--- src/rtl/mips_pkg.sv ---
// Shared MIPS I encodings and branch-unit state type.
package mips_pkg;

    localparam logic [5:0] OP_SPECIAL = 6'd0;
    localparam logic [5:0] OP_REGIMM  = 6'd1;
    localparam logic [5:0] OP_J       = 6'd2;
    localparam logic [5:0] OP_JAL     = 6'd3;
    localparam logic [5:0] OP_BEQ     = 6'd4;
    localparam logic [5:0] OP_BNE     = 6'd5;
    localparam logic [5:0] OP_BLEZ    = 6'd6;
    localparam logic [5:0] OP_BGTZ    = 6'd7;

    localparam logic [5:0] RI_BLTZ    = 6'd0;
    localparam logic [5:0] RI_BGEZ    = 6'd1;
    localparam logic [5:0] RI_BLTZAL  = 6'd16;
    localparam logic [5:0] RI_BGEZAL  = 6'd17;

    localparam logic [5:0] FN_JR      = 6'd8;
    localparam logic [5:0] FN_JALR    = 6'd9;

    localparam logic [4:0] LINK_REG_RA = 5'd31;

    typedef enum logic [0:0] {
        ST_IDLE = 1'b0,
        ST_SLOT = 1'b1
    } branch_state_t;

endpackage

--- src/rtl/branch_cond_eval.sv ---
// Combinational branch/jump decode and condition evaluation.
// Jump encodings are recognised only when BRANCH_UNIT_JUMP_EN is defined.
module branch_cond_eval
    import mips_pkg::*;
#(
    parameter int WIDTH = 32
) (
    input  logic [5:0]       opcode,
    input  logic [5:0]       b_code,
    input  logic [5:0]       funct,
    input  logic [WIDTH-1:0] rs_data,
    input  logic [WIDTH-1:0] rt_data,
    output logic             is_branch,
    output logic             cond,
    output logic             is_link
);

    logic eq_s;
    logic zero_s;
    logic neg_s;

    // Operand comparisons shared by all conditions
    always_comb begin
        eq_s   = (rs_data == rt_data);
        zero_s = (rs_data == {WIDTH{1'b0}});
        neg_s  = rs_data[WIDTH-1];
    end

    // Opcode decode into branch class, condition and link request
    always_comb begin
        is_branch = 1'b0;
        cond      = 1'b0;
        is_link   = 1'b0;
        case (opcode)
            OP_BEQ:  begin is_branch = 1'b1; cond = eq_s;              end
            OP_BNE:  begin is_branch = 1'b1; cond = ~eq_s;             end
            OP_BLEZ: begin is_branch = 1'b1; cond = zero_s | neg_s;    end
            OP_BGTZ: begin is_branch = 1'b1; cond = ~zero_s & ~neg_s;  end
            OP_REGIMM: begin
                case (b_code)
                    RI_BLTZ:   begin is_branch = 1'b1; cond = neg_s;  end
                    RI_BGEZ:   begin is_branch = 1'b1; cond = ~neg_s; end
                    RI_BLTZAL: begin is_branch = 1'b1; cond = neg_s;  is_link = 1'b1; end
                    RI_BGEZAL: begin is_branch = 1'b1; cond = ~neg_s; is_link = 1'b1; end
                    default:   begin is_branch = 1'b0; cond = 1'b0;   is_link = 1'b0; end
                endcase
            end
`ifdef BRANCH_UNIT_JUMP_EN
            OP_J:   begin is_branch = 1'b1; cond = 1'b1; end
            OP_JAL: begin is_branch = 1'b1; cond = 1'b1; is_link = 1'b1; end
            OP_SPECIAL: begin
                case (funct)
                    FN_JR:   begin is_branch = 1'b1; cond = 1'b1; end
                    FN_JALR: begin is_branch = 1'b1; cond = 1'b1; is_link = 1'b1; end
                    default: begin is_branch = 1'b0; cond = 1'b0; is_link = 1'b0; end
                endcase
            end
`endif
            default: begin
                is_branch = 1'b0;
                cond      = 1'b0;
                is_link   = 1'b0;
            end
        endcase
    end

`ifndef BRANCH_UNIT_JUMP_EN
    logic unused_funct_s;
    assign unused_funct_s = ^funct;
`endif

endmodule

--- src/rtl/branch_unit.sv ---
// Branch/jump resolution with delay-slot tracking for the multicycle MIPS core.
// Optional feature macro: BRANCH_UNIT_JUMP_EN (J, JAL, JR, JALR).
module branch_unit
    import mips_pkg::*;
#(
    parameter int WIDTH = 32
) (
    input  logic             clk,
    input  logic             reset,
    input  logic             advance,
    input  logic [5:0]       opcode,
    input  logic [5:0]       b_code,
    input  logic [5:0]       funct,
    input  logic [4:0]       rd,
    input  logic [15:0]      imm16,
    input  logic [25:0]      instr_index,
    input  logic [WIDTH-1:0] pc,
    input  logic [WIDTH-1:0] rs_data,
    input  logic [WIDTH-1:0] rt_data,
    output logic [WIDTH-1:0] pc_next,
    output logic             taken,
    output logic             in_delay_slot,
    output logic             link_en,
    output logic [4:0]       link_reg,
    output logic [WIDTH-1:0] link_data,
    output logic             slot_err
);

    branch_state_t    state_q, state_d;
    logic [WIDTH-1:0] tgt_q, tgt_d;
    logic             err_q, err_d;

    logic             is_branch_s;
    logic             cond_s;
    logic             is_link_s;
    logic             slot_s;
    logic [WIDTH-1:0] pc_plus4_s;
    logic [WIDTH-1:0] br_tgt_s;
    logic [WIDTH-1:0] target_s;

    branch_cond_eval #(
        .WIDTH (WIDTH)
    ) u_cond (
        .opcode    (opcode),
        .b_code    (b_code),
        .funct     (funct),
        .rs_data   (rs_data),
        .rt_data   (rt_data),
        .is_branch (is_branch_s),
        .cond      (cond_s),
        .is_link   (is_link_s)
    );

    // Target arithmetic; wrap-around mod 2^WIDTH is intentional
    always_comb begin
        pc_plus4_s = pc + WIDTH'(4);
        link_data  = pc + WIDTH'(8);
        br_tgt_s   = pc_plus4_s + {{(WIDTH-18){imm16[15]}}, imm16, 2'b00};
        target_s   = br_tgt_s;
        link_reg   = LINK_REG_RA;
`ifdef BRANCH_UNIT_JUMP_EN
        case (opcode)
            OP_J, OP_JAL: target_s = (pc_plus4_s & ~WIDTH'(28'hFFF_FFFF))
                                   | WIDTH'({instr_index, 2'b00});
            OP_SPECIAL: begin
                target_s = rs_data;
                link_reg = rd;
            end
            default: target_s = br_tgt_s;
        endcase
`endif
    end

    // A branch in the delay slot is suppressed rather than evaluated
    always_comb begin
        slot_s        = (state_q == ST_SLOT);
        in_delay_slot = slot_s;
        taken         = is_branch_s & cond_s & ~slot_s;
        link_en       = advance & is_link_s & ~slot_s;
        pc_next       = slot_s ? tgt_q : pc_plus4_s;
        slot_err      = err_q;
    end

    // Next-state logic; nothing moves unless the instruction retires
    always_comb begin
        state_d = state_q;
        tgt_d   = tgt_q;
        err_d   = err_q;
        if (advance) begin
            if (slot_s) begin
                state_d = ST_IDLE;
                err_d   = err_q | is_branch_s;
            end else if (taken) begin
                state_d = ST_SLOT;
                tgt_d   = target_s;
            end else begin
                state_d = ST_IDLE;
            end
        end else begin
            state_d = state_q;
            tgt_d   = tgt_q;
            err_d   = err_q;
        end
    end

    // State registers with synchronous reset
    always_ff @(posedge clk) begin
        if (reset) begin
            state_q <= ST_IDLE;
            tgt_q   <= {WIDTH{1'b0}};
            err_q   <= 1'b0;
        end else begin
            state_q <= state_d;
            tgt_q   <= tgt_d;
            err_q   <= err_d;
        end
    end

`ifndef BRANCH_UNIT_JUMP_EN
    logic unused_jump_s;
    assign unused_jump_s = ^{rd, instr_index};
`endif

endmodule
--- config.mk ---
export PLATFORM = sky130hd
export DESIGN_NAME = branch_unit
export DESIGN_NICKNAME = d
export VERILOG_FILES = /design/src/rtl/mips_pkg.sv /design/src/rtl/branch_cond_eval.sv /design/src/rtl/branch_unit.sv
export SDC_FILE = /design/constraint.sdc
export NUM_CORES = 1
export LEC_CHECK = 0
export CAP_MARGIN = 20
export CORE_AREA = 2 2 111 113
export DETAILED_ROUTE_END_ITERATION = 7
export DIE_AREA = 0 0 113 115
export PLACE_DENSITY = 0.92
export SYNTH_ARGS = -nofsm -noshare
export SYNTH_HDL_FRONTEND = slang
export SYNTH_HIERARCHICAL = 1
export SYNTH_SLANG_ARGS = --single-unit
--- constraint.sdc ---
create_clock -name clk -period 4.8 [get_ports clk]
set_clock_uncertainty 0.1 [all_clocks]
set_input_delay 0.48 -clock clk [delete_from_list [all_inputs] [get_ports clk]]
set_output_delay 0.48 -clock clk [all_outputs]
set_load 0.02 [all_outputs]
After elaboration in Yosys (flattened, before gate mapping):

Cells that the tools add are included.
Widths: inputs -> output; s select.

* input bits: 164
* word-level logic and storage cells: 44
* flip-flop bits (word level): 34
* output and inout port bits: 73

* bitwise gates (word level): 11
* reduce and logical (&&, ||, !) cells: 9
* muxes and demuxes: 9
* add/sub/neg operators: 3
* equal/unequal tests: 9

Operators by type and width (count)
* $add 32x3->32 const B: 1
* $add 32x32->32: 1
* $add 32x4->32 const B: 1
* $eq 32x32->1: 1
* $logic_not 32->1: 1
* $mux 32: 1
* $eq 6x3->1 const B: 4
* $eq 6x1->1 const B: 2
* $eq 6x5->1 const B: 2
* $reduce_or 4->1: 2
* $logic_not 6->1: 1
* $reduce_or 2->1: 3
* $and 1x1->1: 5
* $mux 1: 5
* $pmux 1 s5: 1
* $not 1->1: 4
* $pmux 1 s2: 2
* $reduce_and 3->1: 1
* $or 1x1->1: 2
* $reduce_and 2->1: 1

Logic depth before layout (Yosys ltp):

Gate-level depths: netlist of run 1.

* depth after elaboration: 8
* depth in mapped cells: 17
* mapped depth without buffers: 17

Cells and area by module:

Netlist of run 1, hierarchy kept.

By module, submodules not included
* branch_unit: seq. area each 680.7 um2, cells each 559, times used 1, area each 4289.1 um2
* branch_cond_eval: seq. area each 0.0 um2, cells each 73, times used 1, area each 535.5 um2

Worst setup path before layout of run 1:

No wires, ideal clock.

* kind: input -> register
* start: in pc[2]
* end: reg tgt_q[31]
* arrival time: 3334 ps
* setup time: 123 ps
* stages: 17
* setup slack: 1243 ps
* buffers on the path: 0
* data required time: 4577 ps
* cells stage by stage: ha_1 nand3_1 nand2b_2 or2_4 nor2_4 nand3_2 nor2_1 xor2_1 ha_1 a21o_1 a21o_1 a21oi_1 nor2_1 a211oi_1 o31ai_4 xnor2_1 o21ai_1

* word-level cells in the longest chain between the ends: 2

Ends and longest elaborated chain
* start: declaration: RTL line branch_unit.sv:17 `input logic [WIDTH-1:0] pc,`
* $add 32x3->32: RTL line branch_unit.sv:56 `pc_plus4_s = pc + WIDTH'(4);`
* $add 32x32->32: RTL line branch_unit.sv:58 `br_tgt_s = pc_plus4_s + {{(WIDTH-18){imm16[15]}}, imm16, 2'b00};`
* end signal: assignment: RTL line branch_unit.sv:110 `tgt_q <= {WIDTH{1'b0}};`
* end signal: assignment: RTL line branch_unit.sv:114 `tgt_q <= tgt_d;`
* end: declaration: RTL line branch_unit.sv:30 `logic [WIDTH-1:0] tgt_q, tgt_d;`

No other way between the ends.
A chain may end at the register's enable or synchronous reset.

Worst setup path after layout of run 1:

* start: in pc[3]
* end: reg tgt_q[31]

Same word-level chain as after synthesis.

==> metrics.csv, run 1 <==
stage,metric,value,unit
run_status,status,"finished, violations left",
run_status,violations,DRC,
global_routing,grt_max_degree,37,
critical_path,cp_cell_sequence,clkdlybuf4s50_1 -> ha_1 -> nand3_1 -> nand2b_2 -> or2_4 -> nor2_4 -> nand3_2 -> nor2_1 -> xor2_1 -> ha_1 -> a21o_1 -> a21o_1 -> a21oi_1 -> nor2_1 -> a211oi_1 -> o31ai_4 -> xnor2_1 -> o21ai_1,
die,fp-row-count,40,
clocking,cts_max_path_buffers,2,
critical_path,cp.required,4.86,ns
critical_path,max_stage_delay,0.56,ns
timing,period_minus_slack,4.31,ns
synth,ys_top_cells_by_area,"dfxtp_1 14%, xnor2_1 13%, ha_1 9.6%",
clocking,cts_tree,built,
power,power.switching,0.422,mW
critical_path,cp.arrival,4.37,ns
critical_path,r2r-start,in_delay_slot,
die,core_area,11800,sq um
critical_path,crit_start,pc[3],
finish,seqCellArea,681,sq um
power,p_leak,2.63,nW
detailed_routing,first_pass_iters,7,
clocking,cts-hold-fix-buffers,0,
finish,multiInputGateArea,3950,sq um
global_routing,antenna_found_initial,0,
clocking,clk_latency,0.27,ns
timing,setup_ws,0.494,ns
critical_path,r2r_end,tgt_q[30],
detailed_routing,drcViolationCount,8,
critical_path,worstPathMaxFanout,5,
synth,synth_area_leader_cell,dfxtp_1,
synth,synth_edf_count,0,
clocking,cts_resized,0,
synth,synth-seq-area-share,14.1,%
critical_path,slowest_stage,clkdlybuf4s50_1,
clocking,cts_buffers,5,
synth,yosysWarnings,6,
critical_path,reg2reg_depth,6,
timing,maxSlewViolCount,0,
global_routing,track_usage,23.3,%
placed_design,port_buffers,194,
critical_path,worst-path-buf-inv,1,
hold_path,hold_class,flop to flop,
power,switching_share,35.0,%
synth,yosys.area.top_type_share,14.1,%
synth,synth_common_cells,"91 x nand2_1, 70 x xnor2_1, 49 x a21oi_1, 46 x nor2_1, 42 x xor2_1",
timing,finalSetupTns,0,ns
global_routing,grt_pass1_vias,5077,
synth,synth_flop_cell,dfxtp_1,
critical_path,cp_top_family,simple AND/OR/NAND/NOR gates,
detailed_routing,ant_nets,0,
power,ir_drop,152,uV
clocking,clk_pin_slew,0.06,ns
detailed_routing,vias,5243,
synth,ys_async_sr_fraction,0,%
timing,rsz0062_at_grt,no,
detailed_routing,via_per_inst,5.44,
die,dieArea,13000,sq um
finish,num-fill-cells,1044,
power,p_total,1.20,mW
power,combPwrFrac,49.5,%
clocking,cts_sinks,34,
finish,fin_nets,1018,
clocking,h-tree-depth,2,
timing,finalHoldViolCount,0,
detailed_routing,drt-total-wl,15600,microns
die,die_x,113,microns
power,power.density,172,nW/um^2
critical_path,regToRegSetupSlack,3.15,ns
critical_path,crit_type,input pin to flop,
finish,drive_gt1_share,9.18,%
die,die_h,115,microns
die,ios,237,
critical_path,start_kind,input pin,
finish,syn2layout_area_growth,45.6,%
critical_path,worstSetupPathDepth,18,
finish,final_core_util,59.5,%
timing,final.period_utilization,89.7,%
clocking,post-cts-setup-buffers,0,
flow_run,drv_cap,0,
synth,synth_area,4820,sq um
detailed_routing,avgRoutedWirePerCell,16.1,microns
placed_design,place_ws,0.253,ns
synth,syn_area_per_cell,7.63,sq um
timing,tightest_slew,0.814,ns
timing,report.final.setup_viol,0,
placed_design,place_hpwl,13000,microns
critical_path,crit_path_end_kind,flop,
synth,yosysMostFrequentCell,nand2_1,
global_routing,grt-ovfl-total,0,
placed_design,place.gp.congestion,0.953,
timing,fmax,232,MHz
synth,yosys.cell_types.count,74,
synth,ys_seq_elements,34,
power,clock_power_share,27.1,%
synth,synthCells,632,
finish,diodes,0,
die,initial_core_util,40.8,%
timing,slew_headroom,45.5,%
power,p_int,0.783,mW
detailed_routing,first_iter_violations,310,
clocking,cts-root-buf,clkbuf_16,
power,p_seq_share,23.5,%
global_routing,grt_pass1_wl,24700,microns
critical_path,timing.critical_path.to,tgt_q[31],
-- area by class of cell --
| type | count | share of cell area [%] |
|---|---|---|
| flip-flops and latches | 34 | 9.69 |
| multi-input cells | 559 | 56.2 |
| well taps | 147 | 2.62 |
| inverters | 13 | 0.695 |
| clock inverters | 2 | 0.178 |
| repair buffers | 203 | 28.6 |
| clock buffers | 6 | 1.98 |
-- state kept, by name, indices dropped and copies added, names as in the netlist --
signal	cells
slot_err	1
in_delay_slot	1
tgt_q	32
-- routing by layer --
metal | wire length [microns] | GRT usage, %
met1 | 6600 | 29.5
met2 | 7670 | 41.2
met3 | 1040 | 4.64
met4 | 241 | 5.20
met5 | 0 | 0
-- kinds of logic after synthesis --
family | Yosys count | synth area share, %
and+or+nand+nor | 254 | 27.6
AOI/OAI and AO/OA | 116 | 15.6
xor gates and xnor gates | 113 | 20.7
buffers and inverters | 43 | 4.30
adders and majority gates | 38 | 10.0
DFF | 34 | 14.1
muxes | 33 | 7.68
other | 1 | 0.0777
-- worst min path at each step --
stage | slack (ns) | end | cells past startpoint | startpoint
CTS | 0.35 | tgt_q[11] | 2 | tgt_q[11]
global route | 0.37 | tgt_q[11] | 2 | tgt_q[11]
floorplan | 0.32 | tgt_q[29] | 2 | tgt_q[29]
global placement | 0.33 | tgt_q[31] | 2 | tgt_q[31]
detailed placement | 0.34 | tgt_q[11] | 2 | tgt_q[11]
finish | 0.35 | tgt_q[26] | 2 | tgt_q[26]
-- per-stage QoR --
step | area, sq um | std cells | hold WS [ns]
5_1_grt | 7030 | 964 | 0.369
6_report | 7030 | 964 | 0.349
2_1_floorplan | 4840 | 636 | 0.320
3_5_place_dp | 6870 | 956 | 0.343
4_1_cts | 7030 | 964 | 0.351
3_3_place_gp | 6870 | 956 | 0.334
-- power groups by stage --
stage	sequential (mW)	clock, mW	combinational, mW
2_1_floorplan	0.289	0	0.336
3_3_place_gp	0.289	0	0.581
3_5_place_dp	0.289	0	0.589
4_1_cts	0.283	0.332	0.593
5_1_grt	0.283	0.350	0.641
6_report	0.283	0.326	0.596
-- cells in the final DEF (no fill, tap or decap), types with 3 or more instances in the layout --
cell	instances
nor4_1	13
a21o_1	8
dfxtp_1	34
conb_1	5
and3_1	4
inv_1	13
nand2_1	91
mux2_2	32
or3_1	3
xor2_1	42
a31oi_1	5
a211o_1	3
nand3_1	12
xnor2_1	70
o21ai_0	16
clkdlybuf4s50_1	194
ha_1	37
o211ai_1	4
buf_4	9
nor2b_1	5
nor3b_1	3
a21oi_1	49
a211oi_1	5
o21bai_1	3
and2_1	7
nor3_1	17
nand4_1	22
nand2b_1	5
nor2_1	46
clkbuf_16	5
-- worst register-to-register path: cells and delay by family, from the launching register on --
kind | cells | cell delay [ns]
muxes | 1 | 0.10
DFF | 1 | 0.34
AOI/OAI and AO/OA | 1 | 0.08
and+or+nand+nor | 4 | 0.96
No activity file was read; power rests on OpenSTA's default activity.
==> run 2, diff against run 1 <==
--- a/config.mk
+++ b/config.mk
@@ -5,10 +5,12 @@
 export SDC_FILE = /design/constraint.sdc
 export NUM_CORES = 1
 export LEC_CHECK = 0
-export CAP_MARGIN = 20
-export CORE_AREA = 2 2 111 113
+export CELL_PAD_IN_SITES_DETAIL_PLACEMENT = 1
+export CELL_PAD_IN_SITES_GLOBAL_PLACEMENT = 2
+export CORE_AREA = 2 2 152 154
+export CTS_BUF_LIST = sky130_fd_sc_hd__clkbuf_4
 export DETAILED_ROUTE_END_ITERATION = 7
-export DIE_AREA = 0 0 113 115
+export DIE_AREA = 0 0 154 156
 export PLACE_DENSITY = 0.92
 export SYNTH_ARGS = -nofsm -noshare
 export SYNTH_HDL_FRONTEND = slang
==> metrics.csv, run 2 (same netlist as run 1, synthesis figures left out) <==
stage,metric,value,unit,change
run_status,status,"finished, final reports clean",,"was finished, violations left"
timing,period_minus_slack,4.25,ns,was 4.31 ns
clocking,cts_resized,0,,unchanged
clocking,cts_tree,built,,unchanged
critical_path,reg2reg_depth,5,,was 6
flow_run,drv_cap,0,,unchanged
clocking,cts_sinks,34,,unchanged
power,combPwrFrac,57.3,%,was 49.5%
finish,design_area,7140,sq um,was 7030 sq um
critical_path,start_kind,input pin,,unchanged
detailed_routing,first_iter_violations,167,,was 310
power,p_leak,2.62,nW,was 2.63 nW
timing,finalSetupTns,0,ns,unchanged
critical_path,r2r_end,tgt_q[28],,was tgt_q[30]
die,dieArea,24000,sq um,was 13000 sq um
placed_design,place.gp.congestion,0.870,,was 0.953
placed_design,placed_cells,1099,,was 956
power,p_total,1.07,mW,was 1.20 mW
global_routing,grt_pass1_vias,5513,,was 5077
finish,largest_register,tgt_q,,unchanged
hold_path,holdPathEnd,tgt_q[31],,was tgt_q[26]
finish,syn2layout_area_growth,48.0,%,was 45.6%
critical_path,worstPathMaxFanout,5,,unchanged
global_routing,grt_pass1_wl,29800,microns,was 24700 microns
timing,slew_headroom,39.1,%,was 45.5%
timing,whs,0.355,ns,was 0.349 ns
timing,maxSlewViolCount,0,,unchanged
die,ios,237,,unchanged
finish,mostFrequentLayoutCells,"194 x clkdlybuf4s50_1, 91 x nand2_1, 70 x xnor2_1",,unchanged
detailed_routing,ant_nets,0,,unchanged
placed_design,port_buffers,194,,unchanged
detailed_routing,via_per_inst,4.68,,was 5.44
finish,fin_nets,1023,,was 1018
hold_path,min_path_cells,2,,unchanged
die,core_area,22400,sq um,was 11800 sq um
timing,tightest_slew,0.913,ns,was 0.814 ns
global_routing,antenna_found_initial,0,,unchanged
clocking,clk_latency,0.34,ns,was 0.27 ns
finish,layout_commonest_cell,clkdlybuf4s50_1,,unchanged
power,power.switching,0.424,mW,was 0.422 mW
die,die_h,156,microns,was 115 microns
die,initial_core_util,21.6,%,was 40.8%
clocking,cts_max_path_buffers,2,,unchanged
finish,drive_gt1_share,9.73,%,was 9.18%
power,p_int,0.642,mW,was 0.783 mW
hold_path,hold_path_startpoint,tgt_q[31],,was tgt_q[26]
clocking,h-tree-depth,2,,unchanged
detailed_routing,vias,5185,,was 5243
global_routing,grt-ovfl-total,0,,unchanged
detailed_routing,first_pass_iters,4,,was 7
critical_path,regToRegSetupSlack,2.39,ns,was 3.15 ns
placed_design,place_hpwl,16200,microns,was 13000 microns
critical_path,cp.required,4.99,ns,was 4.86 ns
finish,layoutNonFillerInstCount,1107,,was 964
timing,rsz0062_at_grt,no,,unchanged
detailed_routing,avgRoutedWirePerCell,17.2,microns,was 16.1 microns
die,fp-row-count,55,,was 40
critical_path,crit_type,input pin to flop,,unchanged
global_routing,track_usage,15.5,%,was 23.3%
finish,diodes,0,,unchanged
clocking,cts-root-buf,clkbuf_4,,was clkbuf_16
clocking,post-cts-setup-buffers,0,,unchanged
die,die_x,154,microns,was 113 microns
power,p_seq_share,26.5,%,was 23.5%
clocking,cts_buffers,5,,unchanged
timing,finalHoldViolCount,0,,unchanged
critical_path,r2r-start,in_delay_slot,,unchanged
hold_path,hold_class,flop to flop,,unchanged
power,ir_drop,93.4,uV,was 152 uV
power,switching_share,39.8,%,was 35.0%
finish,largest_register_ffs,32,,unchanged
power,clock_power_share,16.1,%,was 27.1%
global_routing,grt_max_degree,38,,was 37
power,power.density,149,nW/um^2,was 172 nW/um^2
timing,fmax,235,MHz,was 232 MHz
clocking,cts-hold-fix-buffers,0,,unchanged
clocking,clk_pin_slew,0.13,ns,was 0.06 ns
timing,final.period_utilization,88.6,%,was 89.7%
detailed_routing,drt-total-wl,19000,microns,was 15600 microns
detailed_routing,drcViolationCount,0,,was 8
timing,report.final.setup_viol,0,,unchanged
critical_path,crit_path_end_kind,flop,,unchanged
critical_path,cp.arrival,4.45,ns,was 4.37 ns
placed_design,place_area,7090,sq um,was 6870 sq um
## run 2: cell types whose count changed in the layout (fill, tap and decap cells not counted), sizes merged
cell / before / now
buf: 9 / 14
clkinv: 1 / 2
clkinvlp: 1 / 0
## run 2: worst max-delay path by stage
| stage | from | endpoint |
|---|---|---|
| after floorplan | pc[2] | tgt_q[31] |
| after global routing | pc[3] | tgt_q[25] |
| after CTS | pc[3] | tgt_q[25] |
| final | pc[3] | tgt_q[25] |
| after global placement | pc[3] | tgt_q[25] |
| after detailed placement | pc[3] | tgt_q[25] |
## run 2: worst max-delay path, cell delays in order
cell,delay (ns)
clkdlybuf4s50_1,0.58
ha_1,0.22
nand3_1,0.14
nand2b_2,0.27
or2_4,0.30
nor3_1,0.22
xor2_1,0.35
ha_1,0.33
a21oi_1,0.25
nand2_1,0.08
a2111oi_0,0.38
buf_4,0.21
nor2_1,0.07
a211oi_2,0.21
xnor2_1,0.14
nand2_1,0.07
a21oi_1,0.14
## run 2: cell type report
| type | count | area [sq um] |
|---|---|---|
| well taps | 285 | 357 |
| repair buffers | 208 | 2050 |
| clock inverters | 2 | 8.76 |
| inverters | 13 | 48.8 |
| multi-input cells | 559 | 3950 |
| flip-flops and latches | 34 | 682 |
| fillers | 2691 | 15200 |
| clock buffers | 6 | 45.0 |
## run 2: power groups by stage
stage	clock, mW	sequential [mW]	combinational (mW)
final	0.172	0.283	0.611
after global routing	0.194	0.283	0.662
after CTS	0.182	0.283	0.617
after detailed placement	0	0.289	0.612
after global placement	0	0.289	0.606
after floorplan	0	0.289	0.336
## run 2: routing by layer
layer  vias up  wire length [microns]  GRT usage [%]
li1       2615                      -              -
met1      2447                   8430           19.6
met2       107                   9710           28.6
met3        16                    613           2.08
met4         0                    244           2.27
met5         -                      0              0
## run 2: stage by stage
step | utilization, % | setup WS, ns
floorplan | - | 1.24
global placement | 31.7 | 0.187
detailed placement | 31.7 | 0.101
CTS | 31.9 | 0.472
global route | 31.9 | 0.262
finish | 31.9 | 0.547
